===== src/rtl/y_bcd_converter.sv =====
// y_bcd_converter: sequential double-dabble binary-to-BCD converter with go/busy/done handshake.
// Define Y_SIGNED_EN to treat Y as two's complement and add the neg output.
module y_bcd_converter #(
  parameter int IN_W   = 8,
  parameter int DIGITS = 3
) (
  input  logic                  clk,
  input  logic                  rst,
  input  logic                  go,
  input  logic [IN_W-1:0]       Y,
  output logic                  busy,
  output logic                  done,
`ifdef Y_SIGNED_EN
  output logic                  neg,
`endif
  output logic [4*DIGITS-1:0]   bcd
);
  localparam int BW = 4 * DIGITS;
  localparam int CW = $clog2(IN_W + 1);
  function automatic longint unsigned pow10(input int n);
    longint unsigned p = 1;
    for (int i = 0; i < n; i++) p = p * 10;
    return p;
  endfunction
  if (pow10(DIGITS) <= (64'd1 << IN_W) - 64'd1) begin : g_bad_digits
    $error("y_bcd_converter: DIGITS too small for IN_W");
  end
  typedef enum logic {IDLE, SHIFT} state_t;
  state_t          state_q, state_d;
  logic            go_q;
  logic [IN_W-1:0] bin_q, bin_d, bin_sh, bin_ld;
  logic [BW-1:0]   scr_q, scr_d, scr_sh, adj;
  logic [BW-1:0]   bcd_q, bcd_d;
  logic [CW-1:0]   cnt_q, cnt_d;
  logic            busy_q, busy_d, done_q, done_d;
  logic            trig;
  assign trig = go & ~go_q;
`ifdef Y_SIGNED_EN
  logic            sgn_q, sgn_d, neg_q, neg_d;
  logic [IN_W:0]   mag;
  // one extra bit so the most negative input has an exact magnitude
  assign mag    = Y[IN_W-1] ? (IN_W+1)'(0) - {Y[IN_W-1], Y} : {1'b0, Y};
  assign bin_ld = mag[IN_W-1:0];
  assign neg    = neg_q;
`else
  assign bin_ld = Y;
`endif
  always_comb begin
    adj = scr_q;
    for (int i = 0; i < DIGITS; i++)
      adj[4*i +: 4] = (scr_q[4*i +: 4] >= 4'd5) ? scr_q[4*i +: 4] + 4'd3 : scr_q[4*i +: 4];
    {scr_sh, bin_sh} = {adj, bin_q} << 1;
  end
  always_comb begin
    state_d = state_q;
    bin_d   = bin_q;
    scr_d   = scr_q;
    cnt_d   = cnt_q;
    busy_d  = busy_q;
    done_d  = 1'b0;
    bcd_d   = bcd_q;
`ifdef Y_SIGNED_EN
    sgn_d   = sgn_q;
    neg_d   = neg_q;
`endif
    if (state_q == IDLE) begin
      if (trig) begin
        bin_d   = bin_ld;
        scr_d   = '0;
        cnt_d   = '0;
        busy_d  = 1'b1;
        state_d = SHIFT;
`ifdef Y_SIGNED_EN
        sgn_d   = Y[IN_W-1];
`endif
      end
    end else begin
      bin_d = bin_sh;
      scr_d = scr_sh;
      cnt_d = cnt_q + 1'b1;
      if (cnt_q == CW'(IN_W - 1)) begin
        bcd_d   = scr_sh;
        done_d  = 1'b1;
        busy_d  = 1'b0;
        state_d = IDLE;
`ifdef Y_SIGNED_EN
        neg_d   = sgn_q;
`endif
      end
    end
  end
  always_ff @(posedge clk) begin
    if (rst) begin
      state_q <= IDLE;
      go_q    <= 1'b0;
      bin_q   <= '0;
      scr_q   <= '0;
      cnt_q   <= '0;
      busy_q  <= 1'b0;
      done_q  <= 1'b0;
      bcd_q   <= '0;
`ifdef Y_SIGNED_EN
      sgn_q   <= 1'b0;
      neg_q   <= 1'b0;
`endif
    end else begin
      state_q <= state_d;
      go_q    <= go;
      bin_q   <= bin_d;
      scr_q   <= scr_d;
      cnt_q   <= cnt_d;
      busy_q  <= busy_d;
      done_q  <= done_d;
      bcd_q   <= bcd_d;
`ifdef Y_SIGNED_EN
      sgn_q   <= sgn_d;
      neg_q   <= neg_d;
`endif
    end
  end
  assign busy = busy_q;
  assign done = done_q;
  assign bcd  = bcd_q;
endmodule


===== config.mk =====
export PLATFORM = sky130hd
export DESIGN_NAME = y_bcd_converter
export DESIGN_NICKNAME = d
export VERILOG_FILES = /design/src/rtl/y_bcd_converter.sv
export SDC_FILE = /design/constraint.sdc
export NUM_CORES = 1
export LEC_CHECK = 0
export CAP_MARGIN = 10
export CORE_MARGIN = 5
export CORE_UTILIZATION = 45
export CTS_CLUSTER_DIAMETER = 100
export DETAILED_ROUTE_END_ITERATION = 7
export PLACE_DENSITY = 0.72
export SETUP_SLACK_MARGIN = 0.3
export SLEW_MARGIN = 40
export SYNTH_ARGS = -nofsm -noshare
export SYNTH_HDL_FRONTEND = slang
export SYNTH_SLANG_ARGS = --single-unit

===== constraint.sdc =====
create_clock -name clk -period 2.9 [get_ports clk]
set_clock_uncertainty 0.2 [all_clocks]
set_input_delay 0.29 -clock clk [delete_from_list [all_inputs] [get_ports clk]]
set_output_delay 0.29 -clock clk [all_outputs]
set_load 0.02 [all_outputs]

==> metrics.txt, run 1 <==
EDFF count, synth=0; largest cells by area after synthesis=dfxtp_1, mux2i_1, mux2_4; residual DRC count=0; Syn-to-layout area delta=19.75%; Die Wd=74.67 um; initial core utilization=0.4671; TritonCTS clock tree=yes; post-synth top area share=0.4255; Async SR Flop Fraction=0; die area=~0.0056 mm^2; register area share after synthesis=0.4255; max_slew headroom=0.6842; RSZ-0062 raised after global routing=no; Post-Syn Area=0.001882 mm^2; Finished Core Util=0.5593; post-synthesis simple-gate area fraction=0.1822; Min-Delay Path Class=reg2reg; Post-synth top flop=dfxtp_1; vias in the first global route=1338; status=completed; Yosys cell types=35; vias per inst=just over 5; TNS Setup=0 ns; clk sinks=40; Fmax achieved=~560 MHz; number of CTS-inserted buffers=5; WHS Endpoint=bcd[1]$_SDFFE_PP0P_; final wirelength=3371 um; main combinational cell family by area after synthesis=simple AND/OR/NAND/NOR gates; # rows=23; CTS resizes=0; Crit Reg-Reg Startpoint=scr_q[4]$_SDFFE_PP0P_; Pleak=~0.8 nW; CP Class=reg2reg; initial antenna violation count=0; Max VDD drop=0.3639 mV; critical path startpoint category=flop; IO Pins=25; final period demand of the worst path=1.789 ns; worst-case clock buffer depth=2; Final GP Congestion=0.7990; xor/xnor share of the synthesized area=0.01396; Worst Setup End Kind=flop; fin nets=between 200 and 250; H-tree depth=2; WP data arrival=~1.8 ns; gr ovfl total=0; clk slew on worst S/H paths=0.08 ns; Hold Violations, Final=0; placed wire-length estimate=approximately 2300 um; R2R Setup Slk=between 1 and 1.5 ns; Clk Latency, worst-skew pair=0.29 ns; Vias=approximately 1300; GRT Resource Usage Total=0.1405; Yosys warning count=0; PnR Total Power=1.196 mW; worst hold start=bcd[1]$_SDFFE_PP0P_; total core area=0.004029 mm^2; pre-CTS setup slack=0.7788 ns; post-synthesis adder-cell area fraction=0.04654; worst reg2reg path depth=6; Syn Nets=between 200 and 250; Hold Buf Count CTS=0; # diodes=0; r2r endpoint=scr_q[6]$_SDFFE_PP0P_; Post-Synthesis Cells=190; worst setup margin=between 1 and 1.5 ns; Root Driver=clkbuf_8; largest net degree at the start of global routing=37; Hold Crit Depth=2; Req. time, crit path=2.92 ns; most frequent cells after synthesis=dfxtp_1, nand2_1, a21oi_1, nand3b_1, o21ai_2; mux cell area share after synthesis=0.1197; final setup fails=0; max-cap violations=0; Slew Viols, Final=0; Yosys reg bits=40; routed len/inst=12.92 um; PortBufs=24; initial DRC count=122; top-count cell post-synth=dfxtp_1; Final ANT Viol Nets=0; crit path max fanout=5; Die Y-Extent=74.67 um; Synth area leader=dfxtp_1; Final period util=0.6168; pwr dens=530.6 mW/mm^2; Synth Area in Compound Gates=0.1582; first-pass GRT wire length=6099 um; fraction of layout cells with a size suffix above 1=0.1659; total setup buffers inserted after CTS=0; Worst Tran Pin Value=0.4736 ns; drt pass-1 iters=4; Avg Synthesized Cell Area=9.904 um^2
## metrics by stage
step | hold WS (ns) | instances | cell area, um^2
2_1_floorplan | 0.2182 | 190 | 1882
3_5_place_dp | 0.2401 | 254 | 2125
5_1_grt | 0.2630 | 261 | 2253
3_3_place_gp | 0.2379 | 254 | 2125
6_report | 0.2494 | 261 | 2253
4_1_cts | 0.2508 | 261 | 2253
## power breakdown
group / switching, mW / internal [mW]
Sequential: 0.00687 / 0.561
Combinational: 0.0456 / 0.0502
Clock: 0.193 / 0.339
## final cells by class
class / count / area [um^2]
Fill cell: 370 / 1775
Multi-Input combinational cell: 131 / 979.7
Sequential cell: 40 / 800.8
Timing Repair Buffer: 26 / 255.2
Clock buffer: 5 / 68.82
Tap cell: 50 / 62.56
Clock inverter: 2 / 60.06
Inverter: 7 / 26.28
## registers in the layout, summed over array words and instances (netlist names)
register / count
cnt_q: 4
bcd: 12
busy: 1
done: 1
go_q: 1
bin_q: 8
scr_q: 12
state_q: 1
## kinds of logic (layout without fill, tap and decap cells)
logic type      count (synthesis)  count (layout)
fa+ha+maj                       7               7
xor+xnor                        3               3
buf+inv                        19              40
flops                          40              40
mux                            19              19
simple gates                   59              59
compound gates                 43              43
## worst max path at each step
stage | startpoint | to | slack (ns) | cells past startpoint
2_1_floorplan | scr_q[4]$_SDFFE_PP0P_ | scr_q[6]$_SDFFE_PP0P_ | 1.30 | 6
3_3_place_gp | rst | bcd[0]$_SDFFE_PP0P_ | 0.84 | 3
3_5_place_dp | rst | bcd[0]$_SDFFE_PP0P_ | 0.78 | 3
4_1_cts | scr_q[4]$_SDFFE_PP0P_ | scr_q[6]$_SDFFE_PP0P_ | 1.10 | 6
5_1_grt | state_q$_SDFF_PP0_ | bcd[0]$_SDFFE_PP0P_ | 0.97 | 4
6_report | scr_q[4]$_SDFFE_PP0P_ | scr_q[6]$_SDFFE_PP0P_ | 1.11 | 6
## critical path: stages (launching register included)
cell	delay (ns)
dfxtp_1	0.35
inv_1	0.10
ha_1	0.26
nand2b_1	0.11
a21oi_2	0.19
mux2_2	0.38
o22ai_1	0.13
## routing by layer
layer	vias up	global-route usage	wire length [um]
met5	-	0	0
met2	25	0.2293	1507
li1	705	-	-
met3	5	0.03204	148
met1	612	0.1814	1664
met4	0	0.05336	50
## layout by cell type (no fill, tap or decap), types with 2 or more instances in the layout
cell type / Yosys / routed
nor3b_1: 8 / 8
mux2_4: 6 / 6
ha_1: 7 / 7
a21oi_1: 11 / 11
mux2i_1: 9 / 9
xnor2_1: 3 / 3
o21ai_0: 5 / 5
a21oi_2: 3 / 3
nand2_1: 15 / 15
mux2_2: 4 / 4
bufinv_16: 0 / 2
clkbuf_8: 0 / 5
nand3b_1: 10 / 10
buf_4: 2 / 2
nor2_1: 8 / 8
o21ai_2: 10 / 10
clkdlybuf4s50_1: 0 / 24
inv_1: 7 / 7
o22ai_1: 7 / 7
a311oi_1: 2 / 2
dfxtp_1: 40 / 40
nand3_1: 4 / 4
nand2b_1: 6 / 6
and2b_1: 2 / 2
Note: power is estimated with default switching activity, not from simulation.
==> inputs of run 2 (changes only) <==
Clock period 2.9 ns to 1.7 ns, I/O delays scaled along.
==> metrics.txt, run 2 (synthesized netlist as in run 1, its figures left out) <==
Min-Delay Path Class=in2reg; Max VDD drop=0.5252 mV; Pleak=1.064 nW; routed len/inst=16.35 um; Worst Setup End Kind=flop; Sw Share=0.2432; CP Class=reg2reg; worst setup margin=0.08486 ns; fraction of layout cells with a size suffix above 1=0.4573; TritonCTS clock tree=yes; Gate power share=0.122; Hold Buf Count CTS=0; # diodes=0; clk sinks=40; final wirelength=4643 um; WP data arrival=about 1.6 ns; Req. time, crit path=1.71 ns; Final ANT Viol Nets=0; H-tree depth=2; die area=about 0.0056 mm^2; # fillers=about 310; total core area=roughly 0.004 mm^2; P_int=1.406 mW; max_slew headroom=0.7771; Die Y-Extent=74.67 um; # rows=23; initial antenna violation count=0; CP Depth=6; pwr dens=about 690 mW/mm^2; fin nets=approximately 250; placed cells=262; placed wire-length estimate=2881 um; drt pass-1 iters=4; Root Driver=clkbuf_8; Fmax achieved=619.1 MHz; crit path max fanout=3; cell class contributing the biggest share of worst-path delay=flip-flops; final period demand of the worst path=1.615 ns; worst reg2reg path depth=6; vias per inst=5.458; clk slew on worst S/H paths=approximately 0.080 ns; Post-Layout Cell Count=284; commonest non-fill, non-tap cells in the layout=dfxtp_1, buf_4, dlygate4sd2_1, nand3b_1, o21ai_2; IO Pins=25; commonest non-fill, non-tap cell in the layout=dfxtp_1; vias in the first global route=approximately 1600; first-pass GRT wire length=7162 um; number of CTS-inserted buffers=5; initial DRC count=57; Final GP Congestion=0.8572; RSZ-0062 raised after global routing=yes; final setup fails=0; max-cap violations=0; largest net degree at the start of global routing=24; CP max stage cell=dfxtp_2; PnR Total Power=1.858 mW; register share of total power=0.523; critical path startpoint category=flop; Die Wd=74.67 um; Hold Violations, Final=0; gr ovfl total=0; Switch Pwr=451.9 uW; Vias=1550; CP cell instances=inv_4, ha_4, nand2b_4, a21oi_4, mux2_4, o22ai_1; Clk Latency, worst-skew pair=0.29 ns; residual DRC count=0; CP max stage delay=0.37 ns; worst-case clock buffer depth=2; Hold Crit Depth=2; GRT Resource Usage Total=0.1679; status=completed; Finished Core Util=0.6705; Final period util=0.9501; initial core utilization=0.4671; Worst Tran Pin Value=~0.33 ns; Buf/Inv on CP=1; Syn-to-layout area delta=43.55%; clock power share=0.355; pre-CTS setup slack=-0.02463 ns; PortBufs=24; Slew Viols, Final=0
run 2: changes by cell type in the layout (fill, tap and decap cells not counted), moves of 7 or more:
cell / before / now
dfxtp_2: 0 / 8
ha_1: 7 / 0
buf_4: 2 / 15
inv_1: 7 / 0
dfxtp_1: 40 / 29
nand2_1: 15 / 8
clkdlybuf4s50_1: 24 / 9
dlygate4sd2_1: 0 / 13
ha_4: 0 / 7
run 2: cell type report:
cell class,count,area (um^2),area share
well taps,50,62.56,0.02316
repair buffers,46,439.2,0.1626
clock inverters,2,10.01,0.003705
multi-input cells,133,1249,0.4623
clock buffers,6,82.58,0.03057
flip-flops and latches,40,822.0,0.3043
inverters,7,36.28,0.01343
run 2: what timing repair did:
item                                    4_1_cts  5_1_grt
resized for setup                            43       27
setup buffers                                 6        5
pin swaps                                    15       13
cloned                                        0        3
endpoints found under the setup margin       39       38
run 2: power by group through the flow:
stage / Combinational (mW) / Clock (mW) / Sequential [mW]
after CTS: 0.196 / 0.671 / 0.971
after floorplan: 0.127 / 0 / 0.992
final: 0.226 / 0.660 / 0.972
after detailed placement: 0.184 / 0 / 0.994
after global routing: 0.240 / 0.721 / 0.974
after global placement: 0.176 / 0 / 0.992
run 2: final timing paths:
path                                         endpoint                   from  slack, ns
worst min register to register    bcd[1]$_SDFFE_PP0P_    bcd[1]$_SDFFE_PP0P_       0.25
worst max register to register  scr_q[6]$_SDFFE_PP0P_  scr_q[5]$_SDFFE_PP0P_       0.08
worst max-delay path            scr_q[6]$_SDFFE_PP0P_  scr_q[5]$_SDFFE_PP0P_       0.08
worst min-delay path                  go_q$_SDFF_PP0_                     go       0.07
run 2: metrics by stage:
stage               instance area (um^2)  hold WS, ns   TNS, ns
CTS                                 2542       0.2565         0
detailed placement                  2315       0.2437  -0.04511
global placement                    2315       0.2376         0
finish                              2701      0.06998         0
global route                        2701      0.08166         0
floorplan                           2016      0.09818         0
run 2: routing by layer:
| metal | vias to the layer above | GRT usage | part of all wire |
|---|---|---|---|
| li1 | 754 | - | - |
| met1 | 758 | 0.1795 | 0.40 |
| met2 | 29 | 0.3132 | 0.55 |
| met3 | 9 | 0.04005 | 0.032 |
| met4 | 0 | 0.07115 | 0.017 |
| met5 | - | 0 | 0 |
==> patch 1 (config.mk and constraints of run 2) <==
The option `Y_SIGNED_EN` is turned on by a define.
--- a/src/rtl/y_bcd_converter.sv
+++ b/src/rtl/y_bcd_converter.sv
@@ -1,5 +1,7 @@
 // y_bcd_converter: sequential double-dabble binary-to-BCD converter with go/busy/done handshake.
 // Define Y_SIGNED_EN to treat Y as two's complement and add the neg output.
+`define Y_SIGNED_EN
+
 module y_bcd_converter #(
   parameter int IN_W   = 8,
   parameter int DIGITS = 3
Check against the original RTL (old outputs only; new: neg): not equivalent (Yosys sat finds a counterexample within 10 cycles, from zero or initial values and one cycle with rst high).
==> patch 1 against run 2 <==
  * Cell area increased by 15%
  * Routed wire length increased by 13%
  * Die area increased by 5.2%
  * Count of clock-buffer cells in the layout decreased by 1
  * Critical path depth unchanged
  * Critical endpoint is now bcd[2]$_SDFFE_PP0P_
  * Worst hold slack improved by 85 ps
  * Total power increased by 11%
  * Area after synthesis increased by 6.1%
  * Sequential cell count increased by 2
  * Combinational power increased by 12%
  * Worst setup slack improved by 25 ps
==> patch 1: results (changes against run 2) <==
Synthesis
  – Unique masters post-synth: 40 (+14%)
  – Commonest cells post-synth: 42 x dfxtp_1, 20 x nor2_1, 18 x a21oi_1
  – Synth Area in Adders: 5.02% (+0.36 points)
  – Number of synthesized register bits: 42 (+5.0%)
  – Synthesized Nets: 249 (+20%)
  – Area contributors post-synth: dfxtp_1 42%, o22ai_1 5.3%, ha_1 5.0%

Critical path
  – Setup slack, reg-to-reg: 110 ps (+30 ps)
  – R2r endpoint: bcd[2]$_SDFFE_PP0P_

Power and ir drop
  – Leak: 0.00119 uW (+12%)

Global route
  – First-pass GRT wire length: 8180 um (+14%)
  – Global Route met2 Usage: 29.6% (-1.7 points)
  – Met1 usage: 20.9% (+2.9 points)

Place
  – DP Cell Count: 317 (+21%)
  – Placer Congestion: 0.758 (-12%)

Clock network
  – Resize count post-CTS: 57 (+33%)

STA
  – Rel. slew slack: 75.2% (-2.6 points)

Layout
  – Non-clk invs: 11 (+4)
  – Total Nets Final: 308 (+23%)
  – Layout clock buffer count: 5 (-1)
  – Register area: 868 um^2 (+5.6%)
  – Multi-input gate area: 1370 um^2 (+9.6%)
  – Non-filler cells, final: 342 (+20%)
  – Non-clock buffers: 66 (+43%)

Outcome
  – Status: complete, no violations

Detailed routing
  – Metal-1 WL: 2280 um (+23%)
  – Avg WL per Cell: 15.3 um (-6.3%)
  – Wire length on met2: 2640 um (+3.1%)
## patch 1: cell count changes in the layout (fill, tap and decap cells not counted), moves of 7 or more
cell / run 2 / this run
buf_4: 15 / 30
o21ai_2: 10 / 2
nand2_1: 8 / 15
nor2_1: 8 / 15
o22ai_1: 5 / 14
## patch 1: metrics by stage
| stage | area, um^2 | TNS, ps | hold slack [ps] |
|---|---|---|---|
| final | 3110 | 0 | 155 |
| after global routing | 3110 | 0 | 190 |
| after CTS | 2940 | 0 | 252 |
| after detailed placement | 2610 | -1570 | 244 |
| after global placement | 2610 | -1040 | 238 |
| after floorplan | 2160 | 0 | 98.2 |
## patch 1: power by group through the flow
stage,logic [uW],registers [uW],clock network (uW)
global placement,231,1050,0
detailed placement,233,1050,0
floorplan,126,1050,0
finish,253,1020,789
CTS,237,1020,813
global route,279,1020,852
==> patch 2 (settings of run 2) <==
Without the edit above. Register the input `go` before use, without a reset. The logic sees it one clock later. The other inputs are not delayed to match.
--- a/src/rtl/y_bcd_converter.sv
+++ b/src/rtl/y_bcd_converter.sv
@@ -17,6 +17,13 @@
 );
   localparam int BW = 4 * DIGITS;
   localparam int CW = $clog2(IN_W + 1);
+
+  logic go_r;
+
+  always_ff @(posedge clk) begin
+    go_r <= go;
+  end
+
   function automatic longint unsigned pow10(input int n);
     longint unsigned p = 1;
     for (int i = 0; i < n; i++) p = p * 10;
@@ -34,7 +41,7 @@
   logic [CW-1:0]   cnt_q, cnt_d;
   logic            busy_q, busy_d, done_q, done_d;
   logic            trig;
-  assign trig = go & ~go_q;
+  assign trig = go_r & ~go_q;
 `ifdef Y_SIGNED_EN
   logic            sgn_q, sgn_d, neg_q, neg_d;
   logic [IN_W:0]   mag;
@@ -105,7 +112,7 @@
 `endif
     end else begin
       state_q <= state_d;
-      go_q    <= go;
+      go_q    <= go_r;
       bin_q   <= bin_d;
       scr_q   <= scr_d;
       cnt_q   <= cnt_d;
Behaviour: not the same (a bounded check fails within 4 cycles, from zero or initial values and one cycle with rst high).
==> patch 2 against run 2 <==
  * Sequential cell count increased by 1
  * Critical path type unchanged
  * Critical endpoint is now scr_q[2]$_SDFFE_PP0P_
  * Clock power decreased by 3%
  * Global-route usage increased by 1.5 points
  * First-iteration DRC count increased by 42%
  * Cell area increased by 3.2%
  * Count of clock-buffer cells in the layout increased by 1
  * Routed wire length increased by 3.0%
  * Total power increased by 1.4%
  * Die area increased by 0.93%
  * Critical path depth unchanged
  * Non-clock buffer count increased by 6
  * Worst setup slack improved by 61 ps
  * Area after synthesis increased by 1.1%
==> patch 2: results (changes against run 2) <==
Outcome
  – Status: complete, no violations

Detailed routing
  – Initial DRC count: 81 (+42%)
  – Number of vias per cell: 5.58 (+2.3%)
  – Final wirelength: 4780 um (+3.0%)

Synthesis
  – Synth Area in Adders: 4.61% (-0.049 points)
  – Synth Area in XOR/XNOR: 1.38% (-0.015 points)
  – Post-synthesis mux area share: 11.8% (-0.13 points)
  – Area contributors post-synth: dfxtp_1 43%, mux2i_1 4.7%, mux2_4 4.7%
  – Synthesized Nets: 209 (+0.48%)
  – Commonest cells post-synth: 41 x dfxtp_1, 15 x nand2_1, 11 x a21oi_1
  – Post-synthesis compound-gate area fraction: 15.7% (-0.17 points)
  – Seq/Total Area, Yosys: 43.2% (+0.60 points)

Layout
  – Total Nets Final: 260 (+3.6%)
  – Share of cells above drive strength 1: 46.3% (+0.55 points)

Power and ir drop
  – Leak: 0.00110 uW (+3.4%)
  – Cell internal pwr: 1440 uW (+2.5%)
  – Maximum vdd drop: 618 uV (+18%)

Global route
  – Total GRT Usage: 18.3% (+1.5 points)
  – First-pass GRT wire length: 7610 um (+6.3%)
  – Largest net degree at the start of global routing: 18 (-25%)
  – Vias in the first global route: 1,594 (+1.3%)

Critical path
  – R2r endpoint: scr_q[2]$_SDFFE_PP0P_
  – Worst setup path start: scr_q[1]$_SDFFE_PP0P_
  – Crit-path max FO: 3 (unchanged)
  – Setup slack, reg-to-reg: 150 ps (+60 ps)

Place
  – Placer Congestion: 0.847 (-1.2%)
  – Pre-CTS WS: 84.7 ps (+109 ps)
  – Post-DP HPWL: 2820 um (-2.0%)

STA
  – Final period utilization: 91.4% (-3.6 points)
  – Rel. slew slack: 79.1% (+1.4 points)
-- patch 2: changes by cell type after synthesis, sizes merged --
cell	delta
dfxtp	+1
-- patch 2: worst max-delay path, cell delays in order (launching register included) --
cell and delay (ps):
dfxtp_2 360, inv_4 50, ha_4 140, nand2b_4 140
a21oi_4 140, mux2_4 340, o22ai_2 110
-- patch 2: kinds of logic (layout without fill, tap and decap cells) --
kind of cell    Yosys count  count (layout)
simple gates             59              63
xor+xnor                  3               3
buf+inv                  19              66
fa+ha+maj                 7               7
mux                      19              19
compound gates           43              43
flops                    41              41
-- patch 2: per-stage QoR --
| stage | std cells | instance area, um^2 | power [uW] | utilization (%) | hold slack, ps |
|---|---|---|---|---|---|
| floorplan | 191 | 2040 | 1150 | - | -2.28 |
| global placement | 258 | 2320 | 1200 | 57.2 | 250 |
| detailed placement | 258 | 2320 | 1210 | 57.2 | 255 |
| CTS | 280 | 2600 | 1880 | 64.1 | 112 |
| global route | 292 | 2790 | 1950 | 68.7 | 109 |
| finish | 292 | 2790 | 1880 | 68.7 | 107 |
-- patch 2: what timing repair did --
item                       CTS  global route
setup buffers               10            12
gates resized for setup     39            25
pin swaps                   18            10
setup endpoints to repair   47            33
hold buffers                 0             0
gates cloned                 5             0
-- patch 2: worst min path at each step --
stage                        start                  end  slack, ps  cells past startpoint
2_1_floorplan                   go         go_r$_DFF_P_         -2                      0
3_3_place_gp   bcd[2]$_SDFFE_PP0P_  bcd[2]$_SDFFE_PP0P_        250                      2
3_5_place_dp   bcd[9]$_SDFFE_PP0P_  bcd[9]$_SDFFE_PP0P_        250                      2
4_1_cts                         go         go_r$_DFF_P_        110                      1
5_1_grt                         go         go_r$_DFF_P_        110                      1
6_report                        go         go_r$_DFF_P_        110                      1
-- patch 2: power groups by stage --
stage / clock, uW / sequential [uW] / combinational [uW]
2_1_floorplan: 0 / 1020 / 127
4_1_cts: 652 / 1000 / 221
3_3_place_gp: 0 / 1020 / 179
5_1_grt: 690 / 1000 / 258
6_report: 642 / 1000 / 242
3_5_place_dp: 0 / 1020 / 186
-- patch 2: final cells by class --
| cell class | instances | area, um^2 |
|---|---|---|
| fill | 302 | 1270 |
| multi-input combinational | 135 | 1260 |
| sequential | 41 | 847 |
| timing repair buffer | 52 | 494 |
| clock buffer | 7 | 86.3 |
| tap | 50 | 62.6 |
| inverter | 7 | 38.8 |
-- patch 2: layer usage --
layer | global-route usage (%) | vias to the layer above | wire length (um) | part of all wire [%]
met5 | 0 | - | 0 | 0
met4 | 11.7 | 0 | 126 | 2.6
met3 | 3.34 | 11 | 199 | 4.2
met2 | 29.5 | 40 | 2410 | 50
met1 | 22.2 | 800 | 2050 | 43
li1 | - | 779 | - | -
